### src/rtl/alu_cmd_sequencer.sv
// Command FIFO plus issue FSM in front of the ALU core; owns the accumulator and carry/zero flags.
// Optional build macro ALU_TIMEOUT_EN: bounds the WAIT state and raises a sticky err on expiry.
module alu_cmd_sequencer #(
    parameter int FIFO_DEPTH     = 4,
    parameter int TIMEOUT_CYCLES = 15
) (
    input  logic       clk,
    input  logic       rst_n,
    input  logic       ena,
    input  logic       cmd_valid,
    output logic       cmd_ready,
    input  logic [2:0] cmd_op,
    input  logic [7:0] cmd_operand,
    output logic       alu_start,
    output logic [2:0] alu_op,
    output logic [7:0] alu_a,
    output logic [7:0] alu_b,
    input  logic       alu_done,
    input  logic [7:0] alu_result,
    input  logic       alu_carry,
    output logic [7:0] acc,
    output logic       flag_c,
    output logic       flag_z,
    output logic       busy,
    output logic       err
);
    localparam int AW = $clog2(FIFO_DEPTH);
    localparam int CW = AW + 1;

    localparam logic [2:0] OP_ADD  = 3'd0;
    localparam logic [2:0] OP_SUB  = 3'd1;
    localparam logic [2:0] OP_AND  = 3'd2;
    localparam logic [2:0] OP_OR   = 3'd3;
    localparam logic [2:0] OP_XOR  = 3'd4;
    localparam logic [2:0] OP_LOAD = 3'd5;
    localparam logic [2:0] OP_CLR  = 3'd6;

    typedef struct packed {
        logic [2:0] op;
        logic [7:0] operand;
    } cmd_t;

    typedef enum logic [1:0] {IDLE, ISSUE, WAIT, WRITEBACK} state_t;

    cmd_t          fifo [FIFO_DEPTH];
    cmd_t          head;
    logic [AW-1:0] wr_ptr, rd_ptr;
    logic [CW-1:0] count;
    logic          push, pop;

    state_t        state, state_nxt;
    logic [2:0]    cur_op;
    logic [7:0]    cur_operand;
    logic [7:0]    res;
    logic          res_c;
    logic          tmo_hit;

    assign head      = fifo[rd_ptr];
    assign cmd_ready = (count != CW'(FIFO_DEPTH));
    assign push      = cmd_valid && cmd_ready;
    assign pop       = (state == IDLE) && ena && (count != '0);
    assign busy      = (state != IDLE) || (count != '0);

    // Storage carries no reset; only pointers/count define validity.
    always_ff @(posedge clk) begin
        if (push) fifo[wr_ptr] <= '{op: cmd_op, operand: cmd_operand};
    end

    always_ff @(posedge clk or negedge rst_n) begin
        if (!rst_n) begin
            wr_ptr <= '0;
            rd_ptr <= '0;
            count  <= '0;
        end else begin
            if (push) wr_ptr <= wr_ptr + 1'b1;
            if (pop)  rd_ptr <= rd_ptr + 1'b1;
            case ({push, pop})
                2'b10:   count <= count + 1'b1;
                2'b01:   count <= count - 1'b1;
                default: count <= count;
            endcase
        end
    end

    always_ff @(posedge clk or negedge rst_n) begin
        if (!rst_n) state <= IDLE;
        else        state <= state_nxt;
    end

    always_comb begin
        state_nxt = state;
        alu_start = 1'b0;
        case (state)
            IDLE: begin
                if (pop) state_nxt = (head.op <= OP_XOR) ? ISSUE : WRITEBACK;
            end
            ISSUE: begin
                alu_start = 1'b1;
                state_nxt = alu_done ? WRITEBACK : WAIT;
            end
            WAIT: begin
                if (alu_done)     state_nxt = WRITEBACK;
                else if (tmo_hit) state_nxt = IDLE;
            end
            WRITEBACK: state_nxt = IDLE;
            default:   state_nxt = IDLE;
        endcase
    end

    always_ff @(posedge clk or negedge rst_n) begin
        if (!rst_n) begin
            alu_op      <= '0;
            alu_a       <= '0;
            alu_b       <= '0;
            cur_op      <= '0;
            cur_operand <= '0;
            res         <= '0;
            res_c       <= 1'b0;
            acc         <= '0;
            flag_c      <= 1'b0;
            flag_z      <= 1'b1;
        end else begin
            if (pop) begin
                cur_op      <= head.op;
                cur_operand <= head.operand;
                if (head.op <= OP_XOR) begin
                    alu_op <= head.op;
                    alu_a  <= acc;
                    alu_b  <= head.operand;
                end
            end
            if ((state == ISSUE || state == WAIT) && alu_done) begin
                res   <= alu_result;
                res_c <= alu_carry;
            end
            if (state == WRITEBACK) begin
                case (cur_op)
                    OP_ADD, OP_SUB: begin
                        acc    <= res;
                        flag_c <= res_c;
                        flag_z <= (res == 8'h00);
                    end
                    OP_AND, OP_OR, OP_XOR: begin
                        acc    <= res;
                        flag_c <= 1'b0;
                        flag_z <= (res == 8'h00);
                    end
                    OP_LOAD: begin
                        acc    <= cur_operand;
                        flag_c <= 1'b0;
                        flag_z <= (cur_operand == 8'h00);
                    end
                    OP_CLR: begin
                        acc    <= '0;
                        flag_c <= 1'b0;
                        flag_z <= 1'b1;
                    end
                    default: ;
                endcase
            end
        end
    end

`ifdef ALU_TIMEOUT_EN
    localparam int TW = $clog2(TIMEOUT_CYCLES + 1);
    logic [TW-1:0] tcnt;

    // A done arriving in the final WAIT cycle still wins over the timeout.
    assign tmo_hit = (state == WAIT) && !alu_done && (tcnt == TW'(TIMEOUT_CYCLES - 1));

    always_ff @(posedge clk or negedge rst_n) begin
        if (!rst_n) begin
            tcnt <= '0;
            err  <= 1'b0;
        end else begin
            if (state == ISSUE)     tcnt <= '0;
            else if (state == WAIT) tcnt <= tcnt + 1'b1;
            if (state == WRITEBACK && cur_op == OP_CLR) err <= 1'b0;
            else if (tmo_hit)                           err <= 1'b1;
        end
    end
`else
    assign tmo_hit = 1'b0;
    assign err     = 1'b0;
`endif

endmodule

### config.mk
export PLATFORM = sky130hd
export DESIGN_NAME = alu_cmd_sequencer
export DESIGN_NICKNAME = d
export VERILOG_FILES = /design/src/rtl/alu_cmd_sequencer.sv
export SDC_FILE = /design/constraint.sdc
export NUM_CORES = 1
export LEC_CHECK = 0
export CAP_MARGIN = 15
export CORE_MARGIN = 2
export CORE_UTILIZATION = 41
export CTS_CLUSTER_DIAMETER = 30
export DETAILED_ROUTE_END_ITERATION = 8
export GPL_ROUTABILITY_DRIVEN = 0
export SKIP_CTS_REPAIR_TIMING = 1
export SLEW_MARGIN = 5
export SYNTH_ARGS = -nofsm -noshare
export SYNTH_HDL_FRONTEND = slang
export SYNTH_SLANG_ARGS = --single-unit
### constraint.sdc
create_clock -name clk -period 3.7 [get_ports clk]
set_input_delay 1.11 -clock clk [delete_from_list [all_inputs] [get_ports clk]]
set_output_delay 1.11 -clock clk [all_outputs]
set_load 0.05 [all_outputs]
==> summary.txt <==
Pwr
  – Clock power share: 14.3%
  – Pwr Total: 4.69 mW
  – Combinational power share: between 40% and 50%
  – Power Density: 926 nW/µm²
  – Int Power: 2.77 mW
  – Reg power frac: between 40% and 50%
  – Switch share: 40.8%
  – Peak VDD IR: 0.000473 V
  – P_sw: roughly 1.9 mW
  – Leakage: 2.02 nW

Route
  – Via count: 2382
  – Iter 0 DRT Violations: 74
  – DRC Markers: 0
  – DRT Pass-1 Iters: 4
  – Drt via density: around 4.9
  – Post-DR wirelength/cell: around 16 µm
  – Drt total wl: 7610 µm
  – Post-DRT Antenna Nets: 0

Status
  – Outcome: complete, no violations

Timing
  – Clk_skew: 10.5 ps
  – Min Tclk post-route: 3150 ps
  – Max Freq: 317 MHz
  – Fin. Hold Viols: 0
  – Tcrit/Tclk final: 85.3%
  – # setup viols final: 0
  – Slew headroom: 39.4%
  – RSZ-0062 raised after global routing: no
  – Pin slew with the least headroom to its limit: 909 ps
  – Max Slew Vio Count: 0
  – Final TNS setup: 0 ps

Setup path
  – Crit path largest cell delay: 800 ps
  – Data arrival, critical path: 2040 ps
  – Delay-heaviest family, CP: buffers and inverters
  – Req. time, crit path: 2590 ps
  – Critical Path Start Type: flip-flop
  – Worst-path cell chain: inv_1, ha_1, nand3b_1, clkdlybuf4s50_1
  – Critical path peak fanout: 6
  – Critical Path Slowest Stage Cell: clkdlybuf4s50_1
  – Worst path buffer plus inverter count: 2
  – Crit path kind: flip-flop to output pin
  – Crit. End Element: output pin

Floorplan
  – Die width: 105 µm
  – Core ar.: about 9900 µm²
  – # rows: 36
  – Die height: roughly 110 µm
  – Initial core utilization: approximately 43%
  – Die Area: about 11000 µm²
  – Num ports: 58

Finish
  – Ratio of cells with drive above 1 in the final layout: 12.1%
  – Most common cell after layout, fill and taps aside: dfrtp_1
  – Final Instance Count excl. Fillers: 487
  – Final core utilization: 51.4%
  – Area growth from synthesis to layout: 20.8%
  – Fillers: around 850
  – Nets: between 300 and 400
  – Diode count: 0
  – Most frequent cells in the layout: dfrtp_1 (57), clkdlybuf4s50_1 (55), edfxtp_1 (44), nand2_1 (36), nor2_1 (19)

Clock network
  – Cts bufs inserted: 9
  – Bufs on Longest Clock Path: 2
  – Clk slew on worst S/H paths: ~90 ps
  – Clock Tree Root: clkbuf_8
  – Clk sinks: 102
  – Worst skew pair latency: 360 ps
  – H-tree depth: 3
  – CTS tree: built

Logic synthesis
  – Synth warn: 0
  – Cell Area, Synth: 4200 µm²
  – Unique masters post-synth: 42
  – Yosys reg bits: 102
  – Area leader, netlist: dfrtp_1
  – Syn Inst Count: a little under 300
  – Syn Nets: 328
  – Sequential area share after synthesis: about two thirds
  – Synth area leaders: dfrtp_1 (34%), edfxtp_1 (31%), mux4_2 (5.9%)
  – Top-area cell type share of the netlist area: around 34%
  – Syn Area/Cell: 14.5 µm²

Placed design
  – Dpl hpwl: 5350 µm
  – Port Buffer Count: 56
  – Placed insts: 471

Run
  – MaxCap Viol Count: 0

Global route
  – First-pass GRT wire length: 12700 µm
  – Initial antenna violation count: 0
  – GR Overflow Total: 0
  – Vias in the first global route: 2444
  – Gr usage total: 14.8%
  – Pin count of the biggest net entering global routing: 42

Min path
  – Hold Path Class: flip-flop to flip-flop
cell usage after synthesis, drive strengths merged:
cell	number
dfrtp	57
edfxtp	44
nand2	36
nor2	19
mux2	18
inv	13
ha	12
a21oi	11
mux4	11
a22oi	8
o2bb2ai	8
buf	7
and3	4
clkbuf	4
nor4	4
xnor2	4
a31oi	3
o21a	3
o21ai	3
a2bb2oi	2
and3b	2
nand3	2
nand3b	2
xor2	2
and2	1
conb	1
dfstp	1
fa	1
mux2i	1
nand2b	1
nor2b	1
o22a	1
o31ai	1
o32ai	1
or3	1
routing by layer:
layer  track usage (%)  wire, µm  up-vias
met1              19.9      3610     1161
met5                 0         0        -
met4              3.43        48        0
met3              4.24       307        4
li1                  -         -     1160
met2              23.9      3640       57
registers in the layout, indices dropped and copies added (netlist names), 3 cells and up:
register / flops
cur_op: 3
cur_operand: 8
acc: 8
count: 3
alu_b: 8
fifo: 44
alu_a: 8
alu_op: 3
res: 8
power groups by stage:
| stage | clock network, mW | logic (mW) | registers, mW |
|---|---|---|---|
| after global routing | 0.736 | 2.30 | 1.95 |
| after floorplan | 0 | 1.04 | 2.38 |
| final | 0.672 | 2.13 | 1.89 |
| after CTS | 0.696 | 2.15 | 1.90 |
| after global placement | 0 | 2.13 | 1.91 |
| after detailed placement | 0 | 2.15 | 1.92 |
layout make-up:
type	count	area [µm²]	area share, %
Clock inverter	6	62.6	1.23
Sequential cell	102	2770	54.7
Tap cell	133	166	3.28
Multi-Input combinational cell	164	1310	25.9
Inverter	13	48.8	0.963
Timing Repair Buffer	59	578	11.4
Clock buffer	10	128	2.52
path summary, 6_finish.rpt:
check / from / to / slack (ps) / cells past startpoint
worst min register to register: alu_a[3] / alu_a[3] / 500 / 1
worst max-delay path: state[0] / busy / 550 / 4
min in group asynchronous: rst_n / res_c / 880 / 1
max in group asynchronous: rst_n / alu_b[2] / 2030 / 2
worst min-delay path: alu_a[3] / alu_a[3] / 500 / 1
worst max register to register: rd_ptr[0] / alu_a[7] / 1370 / 5
worst register-to-register path: cells and delay by family (launching register included):
| kind | cells | cell delay, ps |
|---|---|---|
| compound gates | 1 | 350 |
| buf+inv | 1 | 260 |
| flops | 1 | 330 |
| mux | 2 | 970 |
| simple gates | 1 | 320 |
stage by stage:
stage	setup slack (ps)	instance area [µm²]	hold WS (ps)
floorplan	920	4200	453
global placement	626	4880	473
detailed placement	549	4880	480
CTS	518	5070	500
global route	391	5070	512
finish	545	5070	496
logic make-up (layout without fill, tap and decap cells):
| family | after synthesis | in the layout | share of synthesized area [%] |
|---|---|---|---|
| xor+xnor | 6 | 6 | 1.25 |
| fa+ha+maj | 13 | 13 | 4.05 |
| flops | 102 | 102 | 66.1 |
| simple gates | 73 | 73 | 7.90 |
| other cells | 1 | 1 | 0.0894 |
| compound gates | 41 | 41 | 6.77 |
| mux | 30 | 30 | 11.2 |
| buf+inv | 24 | 88 | 2.68 |
Note: power is estimated with default switching activity, not from simulation.
